`config.mk`:
```
export PLATFORM = sky130hd
export DESIGN_NAME = snake_collision
export DESIGN_NICKNAME = d
export VERILOG_FILES = /design/src/rtl/snake_collision.sv
export SDC_FILE = /design/constraint.sdc
export NUM_CORES = 1
export LEC_CHECK = 0
export ABC_AREA = 1
export CAP_MARGIN = 25
export CORE_ASPECT_RATIO = 0.9
export CORE_UTILIZATION = 47
export DETAILED_ROUTE_END_ITERATION = 10
export PLACE_DENSITY = 0.75
export SYNTH_ARGS = -nofsm -noshare
export SYNTH_HDL_FRONTEND = slang
export SYNTH_SLANG_ARGS = --single-unit
export TNS_END_PERCENT = 1
```
`constraint.sdc`:
```
create_clock -name clk -period 3.5 [get_ports clk]
set_input_delay 0.875 -clock clk [delete_from_list [all_inputs] [get_ports clk]]
set_output_delay 0.875 -clock clk [all_outputs]
set_load 0.005 [all_outputs]
```
`src/rtl/snake_collision.sv`:
```
// Snake collision checker: snapshots the body bus on start, flags wall hits immediately,
// then walks the valid tail segments one per clock looking for a head/segment match.
module snake_collision #(
  parameter int unsigned GRID_W = 64,
  parameter int unsigned GRID_H = 48,
  parameter int unsigned SEG_N  = 15
) (
  input  logic               clk,
  input  logic               reset,
  input  logic               start,
  input  logic               clear,
  input  logic [6:0]         head_x,
  input  logic [5:0]         head_y,
  input  logic [SEG_N*7-1:0] tail_x,
  input  logic [SEG_N*6-1:0] tail_y,
  input  logic [3:0]         tail_len,
  output logic               busy,
  output logic               done,
  output logic               hit_self,
  output logic               hit_wall,
  output logic               game_over
);

  typedef enum logic [1:0] {StIdle, StScan, StDone} state_e;

  state_e             state_q, state_d;
  logic [3:0]         idx_q, idx_d;
  logic [3:0]         len_q, len_d;
  logic [6:0]         hx_q, hx_d;
  logic [5:0]         hy_q, hy_d;
  logic [SEG_N*7-1:0] tx_q, tx_d;
  logic [SEG_N*6-1:0] ty_q, ty_d;
  logic               wall_acc_q, wall_acc_d;
  logic               self_acc_q, self_acc_d;
  logic               done_q, done_d;
  logic               hit_self_q, hit_self_d;
  logic               hit_wall_q, hit_wall_d;
  logic               game_over_q, game_over_d;

  logic [6:0] seg_x;
  logic [5:0] seg_y;
  logic [3:0] len_sat;
  logic       head_out;
  logic       finish;

  // Segment currently addressed by the scan index.
  always_comb begin
    seg_x = '0;
    seg_y = '0;
    for (int k = 0; k < SEG_N; k++) begin
      if (idx_q == 4'(k)) begin
        seg_x = tx_q[7*k +: 7];
        seg_y = ty_q[6*k +: 6];
      end
    end
  end

  // Negative coordinates arrive wrapped to large values, so one unsigned compare covers both edges.
  assign head_out = (32'(head_x) >= GRID_W) | (32'(head_y) >= GRID_H);
  assign len_sat  = (32'(tail_len) > SEG_N) ? 4'(SEG_N) : tail_len;
  assign finish   = (state_q == StScan) && (idx_q == len_q);

  always_comb begin
    state_d     = state_q;
    idx_d       = idx_q;
    len_d       = len_q;
    hx_d        = hx_q;
    hy_d        = hy_q;
    tx_d        = tx_q;
    ty_d        = ty_q;
    wall_acc_d  = wall_acc_q;
    self_acc_d  = self_acc_q;
    done_d      = done_q;
    hit_self_d  = hit_self_q;
    hit_wall_d  = hit_wall_q;
    unique case (state_q)
      StIdle: begin
        if (start) begin
          hx_d       = head_x;
          hy_d       = head_y;
          tx_d       = tail_x;
          ty_d       = tail_y;
          len_d      = len_sat;
          idx_d      = '0;
          wall_acc_d = head_out;
          self_acc_d = 1'b0;
          state_d    = StScan;
        end
      end
      StScan: begin
        if (idx_q < len_q) begin
          if ((seg_x == hx_q) && (seg_y == hy_q)) begin
            self_acc_d = 1'b1;
          end
          idx_d = idx_q + 4'd1;
        end else begin
          state_d    = StDone;
          done_d     = 1'b1;
          hit_self_d = self_acc_q;
          hit_wall_d = wall_acc_q;
        end
      end
      StDone: begin
        done_d  = 1'b0;
        state_d = StIdle;
      end
      default: begin
        state_d = StIdle;
        done_d  = 1'b0;
      end
    endcase
  end

  // A colliding done outranks a simultaneous clear.
  always_comb begin
    game_over_d = game_over_q;
    if (finish && (self_acc_q || wall_acc_q)) begin
      game_over_d = 1'b1;
    end else if (clear) begin
      game_over_d = 1'b0;
    end
  end

  always_ff @(posedge clk or negedge reset) begin
    if (!reset) begin
      state_q     <= StIdle;
      idx_q       <= '0;
      len_q       <= '0;
      hx_q        <= '0;
      hy_q        <= '0;
      tx_q        <= '0;
      ty_q        <= '0;
      wall_acc_q  <= 1'b0;
      self_acc_q  <= 1'b0;
      done_q      <= 1'b0;
      hit_self_q  <= 1'b0;
      hit_wall_q  <= 1'b0;
      game_over_q <= 1'b0;
    end else begin
      state_q     <= state_d;
      idx_q       <= idx_d;
      len_q       <= len_d;
      hx_q        <= hx_d;
      hy_q        <= hy_d;
      tx_q        <= tx_d;
      ty_q        <= ty_d;
      wall_acc_q  <= wall_acc_d;
      self_acc_q  <= self_acc_d;
      done_q      <= done_d;
      hit_self_q  <= hit_self_d;
      hit_wall_q  <= hit_wall_d;
      game_over_q <= game_over_d;
    end
  end

  assign busy      = (state_q != StIdle);
  assign done      = done_q;
  assign hit_self  = hit_self_q;
  assign hit_wall  = hit_wall_q;
  assign game_over = game_over_q;

endmodule

```
Word-level counts from Yosys, hierarchy flattened

Index checks and enable logic that the tools add are counted.

Add/subtract/negate cells: 1
Multiply operators: 0
Div/mod/pow operators: 0
Order comparisons: 3
Eq/ne operators: 22
Shift operators: 0
Mux-type cells: 44
Bitwise logic cells: 3
Reductions and logical operators: 15

Operators by type and width:

| cell                                                   | number |
|---|---|
| two-way mux 7 bit                                      | 15 |
| two-way mux 6 bit                                      | 15 |
| == test 4 bit (second input constant)                  | 7 |
| == test 4 x 3 -> 1 bit (second input constant)         | 4 |
| == test 4 x 2 -> 1 bit (second input constant)         | 2 |
| two-way mux 4 bit                                      | 2 |
| case mux 4 bit (2 select lines)                        | 1 |
| AND reduction 2 bit                                    | 4 |
| == test 7 bit                                          | 1 |
| >= comparator 7 bit (second input constant)            | 1 |
| == test 6 bit                                          | 1 |
| >= comparator 6 bit (second input constant)            | 1 |
| two-way mux 1 bit                                      | 6 |
| nonzero test 2 bit                                     | 3 |
| adder 4 x 1 -> 4 bit (second input constant)           | 1 |
| == test 4 x 1 -> 1 bit (second input constant)         | 1 |
| == test 4 bit                                          | 1 |
| logical NOT 4 bit                                      | 1 |
| < comparator 4 bit                                     | 1 |
| two-way mux 2 bit                                      | 2 |
| inequality test 2 x 1 -> 1 bit (second input constant) | 2 |
| inequality test 2 bit (second input constant)          | 2 |
| case mux 1 bit (2 select lines)                        | 2 |
| case mux 2 bit (2 select lines)                        | 1 |
| other kinds (8)                                        | 11 |

Bits in registers: 224
Latch bits: 0
Bits in writable memories: 0
ROM bits: 0
Input port bits: 216
Output and inout bits: 5
Logic and storage cells: 101
Memories kept: 0

Longest topological paths before layout

Gate-level depths: netlist of the first run.

Word-level depth: 21
Gate-level depth with buffers: 28
Gate-level depth less buffers: 28

Least setup slack after synthesis of the first run

OpenSTA, ideal clock, no wires.

Path type: register to register
From: register idx_q[1]
To: register self_acc_q
Setup time: 78 ps
Arrival time: 2,392 ps
Data required time: 3,422 ps
Setup slack: 1,030 ps
Cell stages (with the launch flop): 27
Path buffers: 0
Clock period less this slack: 2,470 ps
Path through: dfrtp_1 > inv_1 > ha_1 > inv_2 > nor3_1 > nand2_1 > nand3_1 > nand2_1 > nand2_1 > nand2_1 > nand2_1 > nand2_1 > nand3_1 > nand2_1 > nand3_1 > nand3_1 > nand2_1 > nand2_1 > nand2_1 > nand2_1 > nand2_1 > nand2_1 > nor2_1 > nand3_1 > nor2_1 > nand2_1 > a21oi_1

Word-level cells in the longest chain between the ends: 20
Elaborated cells on any way between the ends: 52
Those cells by class: order compare (1); eq/ne (18); mux (30); reduce/logical (3)

RTL lines:

| what                                                                         | line | text |
|---|---|---|
| start, declared                                                              | 27   | `logic [3:0] idx_q, idx_d;` |
| start signal, assigned                                                       | 141  | `idx_q <= idx_d;` |
| logical NOT 4 bit                                                            | 51   | `if (idx_q == 4'(k)) begin` |
| two-way mux 7 bit / two-way mux 6 bit (equally long branches) (15 in series) | 51   |  |
| == test 7 bit / == test 6 bit (equally long branches)                        | 92   | `if ((seg_x == hx_q) && (seg_y == hy_q)) begin` |
| logical AND 1 bit                                                            | 92   |  |
| inequality test 2 x 1 -> 1 bit (no line)                                     | --   |  |
| AND reduction 4 bit (no line) (*)                                            | --   |  |
| end signal, assigned                                                         | 148  | `self_acc_q <= self_acc_d;` |
| end, declared                                                                | 34   | `logic self_acc_q, self_acc_d;` |

Mark *: on every way between the ends. The rest lies on a longest branch, timed or not.
A chain may end at the register's enable or synchronous reset.

Worst setup path after layout of the first run

From: register idx_q[0]
To: register self_acc_q

Same word-level chain as after synthesis.

==> run_results.csv, run 1 <==
group,metric,value,unit
clock_tree,cts_tree,"done",
clock_tree,clk_pin_slew_worst_paths,0.06,ns
timing,fmax,325,MHz
flow_run,drv_cap,0,
die,dieArea,24100,sq um
final_layout,final_core_util,63.2,%
synth,async_flop_share,100,%
critical_path,crit_path_frequent_cell,"nand2_1",
critical_path,cp_max_fo,23,
grt,grt_overflow_total,0,
critical_path,cp_num_buf_inv,3,
clock_tree,cts.path.max_buffers,3,
route,remaining_drc_errors,0,
synth,synth_area_per_cell,7.25,sq um
synth,synth_flop_cell,"dfrtp_1",
clock_tree,cts_hold_buf,0,
synth,synth_top_family_by_area,"simple AND/OR/NAND/NOR gates",
timing,setup-tns-final,0,ns
synth,ys_ff_latch,224,
die,pin_count,221,
die,start_util,48.5,%
pwr,total_power,13.2,mW
synth,ys_types,30,
synth,synth-simple-area-share,31.1,%
timing,setup_violations,0,
placed_design,place_ws,0.481,ns
critical_path,cp_slowest_stage_delay,0.40,ns
critical_path,worst_ep_arrival_time,3.51,ns
critical_path,critical_path_class,"register to register",
pwr,p_leak,7.23,nW
final_layout,synthToLayoutAreaGrowth,30.5,%
synth,yosysWarnings,0,
route,firstDrtPassIters,5,
critical_path,cp.required,3.93,ns
timing,relSlewSlack,51.9,%
route,vias,10300,
clock_tree,cts_inserted_buffers,24,
placed_design,gp_congestion,0.861,
timing,clock-skew-final,0.00968,ns
pwr,power.density,917,nW/um^2
clock_tree,postCtsSetupBuffers,0,
synth,seq_area_frac_synth,50.8,%
critical_path,slowest_stage,"dfrtp_1",
grt,grt_pass1_vias,9831,
clock_tree,ctsResizeCount,0,
timing,finalHoldViolations,0,
critical_path,start_kind,"register",
clock_tree,clock_latency,0.51,ns
synth,synth_compound_area_share,8.61,%
timing,holdWs,0.400,ns
run_status,status,"completed",
timing,worstMarginPinSlew,0.721,ns
grt,grt_start_max_net_pins,124,
route,drtIter0Drc,894,
critical_path,end_kind,"register",
route,wire_per_inst,15.3,um
final_layout,drive_gt1_share,5.00,%
synth,syn_area,11000,sq um
grt,grtUsageTotal,26.2,%
die,die_x,164,um
route,via_per_inst,5.05,
clock_tree,cts_max_level,1,
timing,slew_viol_final,0,
clock_tree,cts_root_buffer,"clkbuf_16",
critical_path,crit_family,"simple AND/OR/NAND/NOR gates",
synth,netlist_instances,1523,
final_layout,fill_cells,2038,
placed_design,hpwl,22.4,mm
route,antenna_violating_nets_post_route,0,
die,rows,52,
synth,muxShareOfSynthArea,0,%
synth,synth_xor_area_share,0,%
grt,grt_first_pass_wirelength,49.8,mm
route,drt_wl_total,31.1,mm
pwr,vdd_ir_drop_max,0.877,mV
die,core-area,22800,sq um
clock_tree,cts.sinks,224,
synth,synth_fp_nets,1747,
timing,setup_ws,0.421,ns
synth,synth-edff-count,0,
hold_path,hold_path.class,"input pin to async pin",
timing,finalCriticalPeriod,3.08,ns
grt,antenna_found_initial,1,
synth,yosys.area_share.adder,0.907,%
timing,rsz0062_at_grt,"false",
die,die_y,147,um
timing,finalCritPeriodShare,88.0,%
placed_design,io_buffer_count,220,
final_layout,layout.nets,1946,
kinds of logic (layout without fill, tap and decap cells):
kind of cell	after synthesis	in the layout
and+or+nand+nor	857	857
other	0	1
DFF	224	224
adders and majority gates	8	8
buffers and inverters	246	462
AOI/OAI and AO/OA	188	188
power breakdown:
group / internal, mW / total [mW] / switching (mW)
logic: 1.98 / 6.06 / 4.08
registers: 3.89 / 4.52 / 0.627
clock network: 1.60 / 2.63 / 1.03
total: 7.47 / 13.2 / 5.73
metal layers:
metal  wire length [um]  GRT usage, %  vias up
met5                  0             0        -
met4                550          5.88        0
met2              14300          41.0      346
met1              14200          38.6     4831
li1                   -             -     5064
met3               2010          3.70       37
layout make-up:
class	instances	area [sq um]	area share (%)
Antenna cell	1	2.50	0.0174
Clock buffer	35	733	5.09
Clock inverter	8	97.6	0.678
Inverter	176	663	4.60
Multi-Input combinational cell	1053	4490	31.2
Sequential cell	224	5610	38.9
Tap cell	297	372	2.58
Timing Repair Buffer	243	2440	17.0
stage by stage:
stage / instances / instance area [sq um]
2_1_floorplan: 1523 / 11000
4_1_cts: 2036 / 14400
3_5_place_dp: 1993 / 13600
3_3_place_gp: 1993 / 13600
6_report: 2037 / 14400
5_1_grt: 2037 / 14400
cells in the mapped netlist, types with 2 or more instances:
library cell  count  area share, %
inv_2             8           0.27
o21ai_0         132            6.0
buf_2             8           0.36
o211ai_1          3           0.20
inv_1           165            5.6
dfrtp_1         224             51
clkinv_1          3           0.10
nand2_1         705             24
nand3_1          81            3.7
nor3_1            3           0.14
nand4_1           8           0.45
clkbuf_1         58            2.0
a21oi_1          47            2.1
o21ai_1           5           0.23
or2_0             2           0.11
buf_6             2           0.20
nand3b_1          2           0.14
ha_1              8           0.91
or2_2             6           0.34
nor2_1           41            1.4
nor2_4            3           0.31
cells in the final DEF, fill, tap and decap left out, types with 4 or more instances in the layout:
master,count
or2_2,6
inv_2,7
buf_4,18
inv_1,165
clkbuf_16,25
nand3_1,81
buf_12,5
nand2_1,705
nand4_1,8
clkbuf_8,7
clkdlybuf4s50_1,219
o21ai_1,5
dfrtp_1,224
nor2_1,40
ha_1,8
a21oi_1,47
o21ai_0,132
nor2_4,4
registers in the layout, indices dropped and copies added, names as in the netlist:
signal,count
game_over,1
hx_q,7
hit_self,1
ty_q,90
done,1
state_q,2
self_acc_q,1
tx_q,105
wall_acc_q,1
hit_wall,1
idx_q,4
len_q,4
hy_q,6
final timing paths:
path | slack [ns] | end | start | depth (start not counted)
setup reg to reg | 0.42 | self_acc_q$_DFFE_PN0P_ | idx_q[0]$_DFFE_PN0P_ | 27
hold reg to reg | 0.47 | ty_q[17]$_DFFE_PN0P_ | ty_q[17]$_DFFE_PN0P_ | 2
setup / recovery | 0.42 | self_acc_q$_DFFE_PN0P_ | idx_q[0]$_DFFE_PN0P_ | 27
hold / removal | 0.40 | tx_q[7]$_DFFE_PN0P_ | reset | 1
max in group asynchronous | 2.32 | ty_q[52]$_DFFE_PN0P_ | reset | 2
min in group clk | 0.47 | ty_q[17]$_DFFE_PN0P_ | ty_q[17]$_DFFE_PN0P_ | 2
Power figures use the tool's default switching activity.
==> run 2, diff against run 1 <==
--- a/config.mk
+++ b/config.mk
@@ -11,6 +11,7 @@
 export CORE_UTILIZATION = 47
 export DETAILED_ROUTE_END_ITERATION = 10
 export PLACE_DENSITY = 0.75
+export RECOVER_POWER = 50
 export SYNTH_ARGS = -nofsm -noshare
 export SYNTH_HDL_FRONTEND = slang
 export SYNTH_SLANG_ARGS = --single-unit
==> run 2 against run 1 <==
Effect of this change: non-clock buffer count is the same; wire length is essentially flat; first-iteration DRC count up 5.4%; design area decreased by 0.12%; fmax decreased by 0.12%; sequential share of layout area hardly changed; count of clock-buffer cells in the layout stayed put; clock power is essentially flat; sequential power barely moved; largest cell class unchanged; the run now ends with capacitance limit, slew limit left; final cell count unchanged.
==> run_results.csv, run 2 (synthesis gave the netlist of run 1 again) <==
group,metric,value,unit
run_status,status,"finished, violations left",
run_status,violations,"capacitance limit, slew limit",
timing,setup_violations,0,
final_layout,largest_reg_flops,105,
grt,grt_pass1_vias,9831,
route,drt_wl_total,31.1,mm
grt,grt_overflow_total,0,
route,vias,10300,
hold_path,hp-start,"ty_q[17]$_DFFE_PN0P_",
pwr,vdd_ir_drop_max,0.877,mV
timing,clock-skew-final,0.00966,ns
timing,setup_ws,0.418,ns
clock_tree,clock_latency,0.51,ns
clock_tree,ctsResizeCount,0,
clock_tree,cts.sinks,224,
clock_tree,cts.path.max_buffers,3,
clock_tree,cts_hold_buf,0,
critical_path,r2r_slack,0.42,ns
final_layout,stdcell_count,2037,
die,rows,52,
final_layout,final_cell_mix,"nand2_1, dfrtp_1, clkdlybuf4s50_1",
critical_path,startpoint,"idx_q[0]$_DFFE_PN0P_",
grt,grt_first_pass_wirelength,49.8,mm
die,dieArea,24100,sq um
critical_path,rr_worst_depth,25,
final_layout,top_register,"tx_q",
route,wire_per_inst,15.3,um
timing,fmax,324,MHz
route,firstDrtPassIters,5,
placed_design,gp_congestion,0.861,
die,die_x,164,um
die,core-area,22800,sq um
critical_path,cp_slowest_stage_delay,0.40,ns
critical_path,crit_family,"simple AND/OR/NAND/NOR gates",
timing,finalHoldViolations,0,
placed_design,io_buffer_count,220,
clock_tree,cts_max_level,1,
critical_path,r2r-start,"idx_q[0]$_DFFE_PN0P_",
grt,grtUsageTotal,26.2,%
critical_path,end_kind,"register",
placed_design,place_ws,0.481,ns
grt,antenna_found_initial,1,
critical_path,start_kind,"register",
timing,relSlewSlack,-60.7,%
timing,finalCritPeriodShare,88.1,%
critical_path,slowest_stage,"dfrtp_1",
placed_design,placed_cells,1993,
clock_tree,postCtsSetupBuffers,0,
critical_path,worst_ep_arrival_time,3.51,ns
critical_path,crit_end,"self_acc_q$_DFFE_PN0P_",
timing,finalCriticalPeriod,3.08,ns
final_layout,largestRegisters,"tx_q x105, ty_q x90, hx_q x7",
final_layout,drive_gt1_share,5.00,%
clock_tree,clk_pin_slew_worst_paths,0.06,ns
die,die_y,147,um
timing,setup-tns-final,0,ns
clock_tree,cts_root_buffer,"clkbuf_16",
final_layout,final_common_cell,"nand2_1",
timing,worstMarginPinSlew,2.41,ns
final_layout,synthToLayoutAreaGrowth,30.4,%
route,remaining_drc_errors,0,
timing,rsz0062_at_grt,"false",
flow_run,drv_cap,1,
critical_path,worstReg2RegEnd,"self_acc_q$_DFFE_PN0P_",
die,start_util,48.5,%
critical_path,cp.depth,25,
placed_design,hpwl,22.4,mm
route,antenna_violating_nets_post_route,0,
final_layout,layout.nets,1946,
hold_path,hold_path.class,"register to register",
critical_path,cp_num_buf_inv,4,
pwr,p_leak,7.22,nW
timing,slew_viol_final,92,
critical_path,crit_path_frequent_cell,"nand2_1",
route,drtIter0Drc,942,
critical_path,cp_max_fo,23,
clock_tree,cts_inserted_buffers,24,
critical_path,cp.required,3.93,ns
critical_path,critical_path_class,"register to register",
route,via_per_inst,5.05,
pwr,power.density,918,nW/um^2
final_layout,final_core_util,63.2,%
die,pin_count,221,
clock_tree,cts_tree,"done",
grt,grt_start_max_net_pins,124,
run 2: changes by cell type in the layout (fill, tap and decap cells not counted), sizes merged:
cell / before / now
buf: 24 / 20
clkbuf: 35 / 39
run 2: cell type report:
cell class                      count  area (sq um)
Inverter                          176           663
Clock buffer                       35           733
Sequential cell                   224          5610
Tap cell                          297           372
Clock inverter                      8          97.6
Fill cell                        2042          8390
Multi-Input combinational cell   1053          4490
Timing Repair Buffer              243          2420
Antenna cell                        1          2.50
run 2: worst min-delay path: stages (launching register included):
cell and delay (ns):
dfrtp_1 0.34, nand2_1 0.05, nand2_1 0.04
run 2: through the flow:
stage | hold WS (ns) | total power [mW] | area, sq um
2_1_floorplan | 0.433 | 8.48 | 11000
3_3_place_gp | 0.449 | 10.4 | 13600
5_1_grt | 0.478 | 14.3 | 14400
3_5_place_dp | 0.452 | 10.5 | 13600
6_report | 0.466 | 13.2 | 14400
4_1_cts | 0.415 | 13.2 | 14400
run 2: power by group:
part           internal, mW  switching [mW]
Combinational          1.98            4.08
Sequential             3.89           0.626
Clock                  1.60            1.03
run 2: metal layers:
| layer | vias up | share of wire [%] | GRT usage (%) |
|---|---|---|---|
| met4 | 0 | 1.9 | 5.88 |
| li1 | 5070 | - | - |
| met2 | 369 | 46 | 41.0 |
| met3 | 38 | 6.7 | 3.70 |
| met5 | - | 0 | 0 |
| met1 | 4818 | 45 | 38.6 |
run 2: worst min-delay path by stage:
stage | cells after the start | slack, ns | end
final | 2 | 0.47 | ty_q[17]$_DFFE_PN0P_
after global routing | 2 | 0.48 | ty_q[17]$_DFFE_PN0P_
after CTS | 1 | 0.42 | tx_q[7]$_DFFE_PN0P_
after detailed placement | 2 | 0.45 | tx_q[17]$_DFFE_PN0P_
after global placement | 2 | 0.45 | ty_q[87]$_DFFE_PN0P_
after floorplan | 2 | 0.43 | tx_q[14]$_DFFE_PN0P_
==> run 3, diff against run 2 <==
--- a/config.mk
+++ b/config.mk
@@ -11,7 +11,6 @@
 export CORE_UTILIZATION = 47
 export DETAILED_ROUTE_END_ITERATION = 10
 export PLACE_DENSITY = 0.75
-export RECOVER_POWER = 50
 export SYNTH_ARGS = -nofsm -noshare
 export SYNTH_HDL_FRONTEND = slang
 export SYNTH_SLANG_ARGS = --single-unit
==> results of run 3 <==
Final layout, timing and power as in run 1 (identical DEF).
